### src/rtl/ack_fifo_if.sv
// rtl/ack_fifo_if.sv - bus bundle between the ACK FIFO controller, its user and the uSRAM
// Purpose: groups the push/pop handshake, status outputs and the RAM port A/C strobes.
// Ports (slave = controller side):
//   in : clear, wr_en, wr_data, rd_ready, ram_a_dout
//   out: full, afull, rd_valid, rd_data, count, overflow,
//        ram_c_addr, ram_c_din, ram_c_wen, ram_c_blk, ram_a_addr, ram_a_addr_en, ram_a_blk
interface ack_fifo_if #(
   parameter int AW = 6,
   parameter int DW = 16
);
   logic          clear;
   logic          wr_en;
   logic [DW-1:0] wr_data;
   logic          full;
   logic          afull;
   logic          rd_valid;
   logic [DW-1:0] rd_data;
   logic          rd_ready;
   logic [AW+1:0] count;
   logic          overflow;
   logic [AW-1:0] ram_c_addr;
   logic [DW-1:0] ram_c_din;
   logic          ram_c_wen;
   logic          ram_c_blk;
   logic [AW-1:0] ram_a_addr;
   logic          ram_a_addr_en;
   logic          ram_a_blk;
   logic [DW-1:0] ram_a_dout;

   modport slave (
      input  clear, wr_en, wr_data, rd_ready, ram_a_dout,
      output full, afull, rd_valid, rd_data, count, overflow,
             ram_c_addr, ram_c_din, ram_c_wen, ram_c_blk,
             ram_a_addr, ram_a_addr_en, ram_a_blk
   );

   modport master (
      output clear, wr_en, wr_data, rd_ready, ram_a_dout,
      input  full, afull, rd_valid, rd_data, count, overflow,
             ram_c_addr, ram_c_din, ram_c_wen, ram_c_blk,
             ram_a_addr, ram_a_addr_en, ram_a_blk
   );
endinterface

### src/rtl/ack_fifo_ctrl.sv
// rtl/ack_fifo_ctrl.sv - ACK FIFO sequencer around a 64x16 dual-read/single-write uSRAM
// Purpose: owns write/read pointers, pushes through RAM port C, prefetches through
//   RAM port A into a 2-entry output buffer presented as valid/ready.
// Ports:
//   clk   - single clock (also the RAM port A/C clock)
//   rst_n - asynchronous active-low reset
//   bus   - ack_fifo_if.slave: push side, pop side, status and RAM strobes
module ack_fifo_ctrl #(
   parameter int AW        = 6,
   parameter int DW        = 16,
   parameter int AFULL_LVL = 56
) (
   input  logic       clk,
   input  logic       rst_n,
   ack_fifo_if.slave  bus
);
   localparam logic [AW:0] AFULL_THR = (AW+1)'(AFULL_LVL);
   localparam logic [AW:0] PTR_ONE   = (AW+1)'(1);

   logic [AW:0]   wptr;
   logic [AW:0]   rptr;
   logic [AW:0]   mem_occ;
   logic          inflight;
   logic [1:0]    ob_cnt;
   logic [DW-1:0] ob_head;
   logic [DW-1:0] ob_tail;
   logic          overflow_q;

   logic          full;
   logic          push;
   logic          pop;
   logic          fetch;
   logic          capture;
   logic [2:0]    pending;

   // Pointers carry one wrap bit, so the difference is the true occupancy 0..DEPTH.
   assign mem_occ = wptr - rptr;
   assign full    = (wptr[AW] != rptr[AW]) && (wptr[AW-1:0] == rptr[AW-1:0]);

   // Buffer slots that will be taken once the in-flight word lands, net of this cycle's pop.
   assign pending = {1'b0, ob_cnt} + {2'b00, inflight} - {2'b00, pop};

   // rst_n gating keeps every RAM strobe low while reset is held, even with wr_en high.
   assign push    = rst_n && bus.wr_en && !full && !bus.clear;
   assign pop     = (ob_cnt != 2'd0) && bus.rd_ready;
   assign fetch   = rst_n && (mem_occ != '0) && (pending < 3'd2) && !bus.clear;
   // A word arriving in a CLEAR cycle belongs to the flushed contents and is dropped.
   assign capture = inflight && !bus.clear;

   always_ff @(posedge clk or negedge rst_n) begin
      if (!rst_n) begin
         wptr       <= '0;
         rptr       <= '0;
         inflight   <= 1'b0;
         ob_cnt     <= 2'd0;
         ob_head    <= '0;
         ob_tail    <= '0;
         overflow_q <= 1'b0;
      end else if (bus.clear) begin
         wptr       <= '0;
         rptr       <= '0;
         inflight   <= 1'b0;
         ob_cnt     <= 2'd0;
         ob_head    <= '0;
         ob_tail    <= '0;
         overflow_q <= 1'b0;
      end else begin
         if (push) begin
            wptr <= wptr + PTR_ONE;
         end
         if (bus.wr_en && full) begin
            overflow_q <= 1'b1;
         end
         if (fetch) begin
            rptr <= rptr + PTR_ONE;
         end
         // RAM read data is valid exactly one cycle after the fetch edge.
         inflight <= fetch;

         case ({capture, pop})
            2'b10: begin
               if (ob_cnt == 2'd0) begin
                  ob_head <= bus.ram_a_dout;
               end else begin
                  ob_tail <= bus.ram_a_dout;
               end
               ob_cnt <= ob_cnt + 2'd1;
            end
            2'b01: begin
               ob_head <= ob_tail;
               ob_cnt  <= ob_cnt - 2'd1;
            end
            2'b11: begin
               // Count unchanged; the new word goes behind whatever remains after the pop.
               if (ob_cnt == 2'd1) begin
                  ob_head <= bus.ram_a_dout;
               end else begin
                  ob_head <= ob_tail;
                  ob_tail <= bus.ram_a_dout;
               end
            end
            default: begin
            end
         endcase
      end
   end

   assign bus.full          = full;
   assign bus.afull         = (mem_occ >= AFULL_THR);
   assign bus.rd_valid      = (ob_cnt != 2'd0);
   assign bus.rd_data       = ob_head;
   assign bus.count         = {1'b0, mem_occ} + (AW+2)'(ob_cnt) + (AW+2)'(inflight);
   assign bus.overflow      = overflow_q;

   assign bus.ram_c_addr    = wptr[AW-1:0];
   assign bus.ram_c_din     = bus.wr_data;
   assign bus.ram_c_wen     = push;
   assign bus.ram_c_blk     = push;
   assign bus.ram_a_addr    = rptr[AW-1:0];
   assign bus.ram_a_addr_en = fetch;
   assign bus.ram_a_blk     = fetch;
endmodule

### src/flat_wrapper.sv
// flat-port wrapper written by rule: the top's interface ports become plain ports
module ack_fifo_ctrl_flat 
#(
   parameter int AW        = 6,
   parameter int DW        = 16,
   parameter int AFULL_LVL = 56
)
  (clk, rst_n, bus_clear, bus_wr_en, bus_wr_data, bus_rd_ready, bus_ram_a_dout, bus_full, bus_afull, bus_rd_valid, bus_rd_data, bus_count, bus_overflow, bus_ram_c_addr, bus_ram_c_din, bus_ram_c_wen, bus_ram_c_blk, bus_ram_a_addr, bus_ram_a_addr_en, bus_ram_a_blk);
  ack_fifo_if #(.AW(AW), .DW(DW)) bus_i ();
  input  logic clk;
  input  logic rst_n;
  input wire logic [$bits(bus_i.clear)-1:0] bus_clear;
  input wire logic [$bits(bus_i.wr_en)-1:0] bus_wr_en;
  input wire logic [$bits(bus_i.wr_data)-1:0] bus_wr_data;
  input wire logic [$bits(bus_i.rd_ready)-1:0] bus_rd_ready;
  input wire logic [$bits(bus_i.ram_a_dout)-1:0] bus_ram_a_dout;
  output wire logic [$bits(bus_i.full)-1:0] bus_full;
  output wire logic [$bits(bus_i.afull)-1:0] bus_afull;
  output wire logic [$bits(bus_i.rd_valid)-1:0] bus_rd_valid;
  output wire logic [$bits(bus_i.rd_data)-1:0] bus_rd_data;
  output wire logic [$bits(bus_i.count)-1:0] bus_count;
  output wire logic [$bits(bus_i.overflow)-1:0] bus_overflow;
  output wire logic [$bits(bus_i.ram_c_addr)-1:0] bus_ram_c_addr;
  output wire logic [$bits(bus_i.ram_c_din)-1:0] bus_ram_c_din;
  output wire logic [$bits(bus_i.ram_c_wen)-1:0] bus_ram_c_wen;
  output wire logic [$bits(bus_i.ram_c_blk)-1:0] bus_ram_c_blk;
  output wire logic [$bits(bus_i.ram_a_addr)-1:0] bus_ram_a_addr;
  output wire logic [$bits(bus_i.ram_a_addr_en)-1:0] bus_ram_a_addr_en;
  output wire logic [$bits(bus_i.ram_a_blk)-1:0] bus_ram_a_blk;
  assign bus_i.clear = bus_clear;
  assign bus_i.wr_en = bus_wr_en;
  assign bus_i.wr_data = bus_wr_data;
  assign bus_i.rd_ready = bus_rd_ready;
  assign bus_i.ram_a_dout = bus_ram_a_dout;
  assign bus_full = bus_i.full;
  assign bus_afull = bus_i.afull;
  assign bus_rd_valid = bus_i.rd_valid;
  assign bus_rd_data = bus_i.rd_data;
  assign bus_count = bus_i.count;
  assign bus_overflow = bus_i.overflow;
  assign bus_ram_c_addr = bus_i.ram_c_addr;
  assign bus_ram_c_din = bus_i.ram_c_din;
  assign bus_ram_c_wen = bus_i.ram_c_wen;
  assign bus_ram_c_blk = bus_i.ram_c_blk;
  assign bus_ram_a_addr = bus_i.ram_a_addr;
  assign bus_ram_a_addr_en = bus_i.ram_a_addr_en;
  assign bus_ram_a_blk = bus_i.ram_a_blk;
  ack_fifo_ctrl #(.AW(AW), .DW(DW), .AFULL_LVL(AFULL_LVL)) u_core (.clk(clk), .rst_n(rst_n), .bus(bus_i));
endmodule
### config.mk
export PLATFORM = sky130hd
export DESIGN_NAME = ack_fifo_ctrl_flat
export DESIGN_NICKNAME = d
export VERILOG_FILES = /design/src/rtl/ack_fifo_if.sv /design/src/rtl/ack_fifo_ctrl.sv /design/src/flat_wrapper.sv
export SDC_FILE = /design/constraint.sdc
export NUM_CORES = 1
export LEC_CHECK = 0
export ABC_AREA = 1
export BUFFER_PORTS_ARGS = -buffer_cell sky130_fd_sc_hd__buf_2
export CORE_AREA = 5 5 109 111
export DETAILED_ROUTE_END_ITERATION = 10
export DIE_AREA = 0 0 114 116
export PLACE_DENSITY_LB_ADDON = 0.2
export SYNTH_ARGS = -nofsm -noshare
export SYNTH_HDL_FRONTEND = slang
export SYNTH_SLANG_ARGS = --single-unit
### constraint.sdc
create_clock -name clk -period 4.3 [get_ports clk]
set_input_delay 0.215 -clock clk [delete_from_list [all_inputs] [get_ports clk]]
set_output_delay 0.215 -clock clk [all_outputs]
set_load 0.02 [all_outputs]
==> reports/results.ini <==
[run_status]
status=complete, no violations

[pwr]
combPwrFrac_pct=53.1
switchingPower_mw=0.924
power_leakage_nw=2.01
internal-power_mw=1.00
power-per-cell-area_nw_per_um2=523
ir_drop_mv=0.261
switching_share_pct=48.0
clkPwrFrac_pct=14.8
seqPwrFrac_pct=32.2

[cells_and_area]
diodes=0
n_fill_cell=1111
area_growth_pct=9.57
layout-drive-gt1-share_pct=22.4
fin_nets=492

[placement]
io_buffers=64
gp_congestion=0.776
dp_hpwl_um=6150

[route]
viasPerCell=4.69
vias=2709
routedWlPerCell_um=14.4
dr.pass1.iters=4
routed_wl_um=8330
drtIter0Drc=169
ant_nets=0
route.detailed.drc=0

[yosys]
synth-main-ff-cell=dfrtp_1
synth.net_count=462
synth-seq-cells=50
synth_top_area_share_pct=37.2
yosys-top-cells-area=dfrtp_1 (37%), nand3_1 (8.5%), inv_1 (7.5%)
synth.largest_area_cell=dfrtp_1
yosys_warnings=0
netlist_instances=406
synth.distinct_cells=33
synthTopCellsByCount=inv_1 (67), nand2_1 (57), nand3_1 (57)
yosysSeqAreaShare_pct=37.2
synth.avg_cell_area_um2=8.27
synth_edf_count=0
async_reset_ff_share_pct=100
syn_area_um2=3360
yosysMostFrequentCell=inv_1

[clock_network]
path_clk_slew_ns=0.10
numCtsBuffers=5
cts_root_buffer=clkbuf_8
cts_buffer_depth=2
insertion_delay_ns=0.31
clock-sinks=50
cts_tree=built
htreeDepth=2

[sta]
rsz0062_at_grt=false
hold_viol=0
tns_ns=0
setup_viol=0
worstMarginPinSlew_ns=0.796
period_minus_slack_ns=3.92
fmax_mhz=255
slew_headroom_pct=47.0
period_share_pct=91.0
clock_skew_ns=0.00946
finalMaxSlewViolations=0
hold_slack_ns=0.182

[grt]
grt_pass1_wl_um=13800
grt_max_degree=45
grt_pass1_vias=2734
antenna_found_initial=0
overflow=0
grt_usage_pct=12.9

[critical_path]
start_kind=register
endpoint_kind=primary output
required_ns=4.09
worstPathArrival_ns=3.70
path_class=reg2out
cp_max_fo=19

[floorplan]
die_w_um=114
io_pins=97
start_util_pct=31.4
rows=38
die_area_um2=13200
fp.dieH_um=116
coreArea_um2=10700

[min_path]
hp-class=in2reg

[flow_run]
maxCapViolations=0

## logic make-up (layout without fill, tap and decap cells)
kind of cell / after synthesis / count (layout) / synth area share [%]
simple gates: 157 / 157 / 23.1
fa+ha+maj: 19 / 19 / 7.97
buf+inv: 114 / 145 / 16.5
compound gates: 52 / 52 / 11.5
flops: 50 / 50 / 37.2
xor+xnor: 14 / 14 / 3.65
## worst max-delay path, stage by stage, from the launching register on
cell	delay (ns)
dfrtp_1	0.44
inv_1	0.21
ha_1	0.29
inv_2	0.06
nand2_2	0.31
inv_1	0.16
ha_1	0.30
nor2_1	0.15
fa_1	0.48
a211oi_4	0.42
nand2_4	0.13
nor2_1	0.23
buf_2	0.22
## cell usage in the layout (no fill, tap or decap), types with 2 or more instances in the layout
master and n:
nand3_1 57, nor3_1 3, nand3_2 4, clkbuf_8 5, o31ai_1 2, nor2_1 13, ha_1 15, o22ai_1 16
o32ai_1 16, nand2_1 57, a21oi_1 7, nand2_2 7, nand3b_1 2, fa_1 4, buf_4 3, buf_2 64
inv_1 67, inv_2 2, xor2_1 13, nand4_1 8, nand2_4 2, dfrtp_1 50, a21oi_2 2, o21ai_0 6
## repair_timing
action,in CTS,in global routing
setup buffers,0,0
gates resized for setup,0,0
setup endpoints to repair,0,0
hold buffers,1,0
hold endpoints to repair,14,0
## path summary, 6_finish.rpt
check / start / depth (start not counted) / to / slack (ns)
worst max-delay path: u_core.ob_cnt[1] / 12 / bus_ram_a_blk / 0.38
worst min-delay path: bus_wr_en / 3 / u_core.bus.overflow / 0.18
worst max register to register: u_core.ob_cnt[1] / 11 / u_core.inflight / 1.02
worst min register to register: u_core.wptr[6] / 1 / u_core.wptr[6] / 0.50
max in group asynchronous: rst_n / 3 / u_core.ob_tail[12] / 3.09
min in group asynchronous: rst_n / 2 / u_core.bus.rd_data[2] / 0.36
## final cells by class
| type | instances | area, um^2 | share of cell area, % |
|---|---|---|---|
| Clock buffer | 5 | 68.8 | 1.87 |
| Clock inverter | 3 | 21.3 | 0.578 |
| Inverter | 69 | 259 | 7.04 |
| Multi-Input combinational cell | 242 | 1550 | 42.2 |
| Sequential cell | 50 | 1250 | 34.0 |
| Tap cell | 140 | 175 | 4.76 |
| Timing Repair Buffer | 68 | 353 | 9.59 |
## power groups by stage
stage	logic, mW	clock network, mW	registers, mW
floorplan	0.727	0	0.683
global placement	1.03	0	0.628
detailed placement	1.04	0	0.631
CTS	1.04	0.300	0.622
global route	1.14	0.319	0.635
finish	1.02	0.284	0.620
## registers in the layout, indices dropped and copies added (netlist names)
| signal | cells |
|---|---|
| u_core.bus.rd_data | 16 |
| u_core.rptr | 7 |
| u_core.ob_tail | 16 |
| u_core.bus.overflow | 1 |
| u_core.inflight | 1 |
| u_core.wptr | 7 |
| u_core.ob_cnt | 2 |
## stage by stage
| step | utilization (%) | std cells | power [mW] | instance area, um^2 | setup WS [ns] |
|---|---|---|---|---|---|
| after global routing | 34.4 | 577 | 2.09 | 3680 | 0.146 |
| after detailed placement | 33.5 | 568 | 1.67 | 3580 | 0.712 |
| final | 34.4 | 577 | 1.93 | 3680 | 0.385 |
| after floorplan | - | 406 | 1.41 | 3360 | 0.675 |
| after global placement | 33.5 | 568 | 1.66 | 3580 | 0.840 |
| after CTS | 34.4 | 577 | 1.96 | 3680 | 0.361 |
## per-layer routing
layer / vias up / GRT usage [%] / share of wire (%)
li1: 1378 / - / -
met2: 58 / 20.6 / 46
met1: 1267 / 17.7 / 48
met4: 0 / 2.69 / 0.71
met3: 6 / 3.19 / 5.5
met5: - / 0 / 0
No activity file was read; power rests on OpenSTA's default activity.
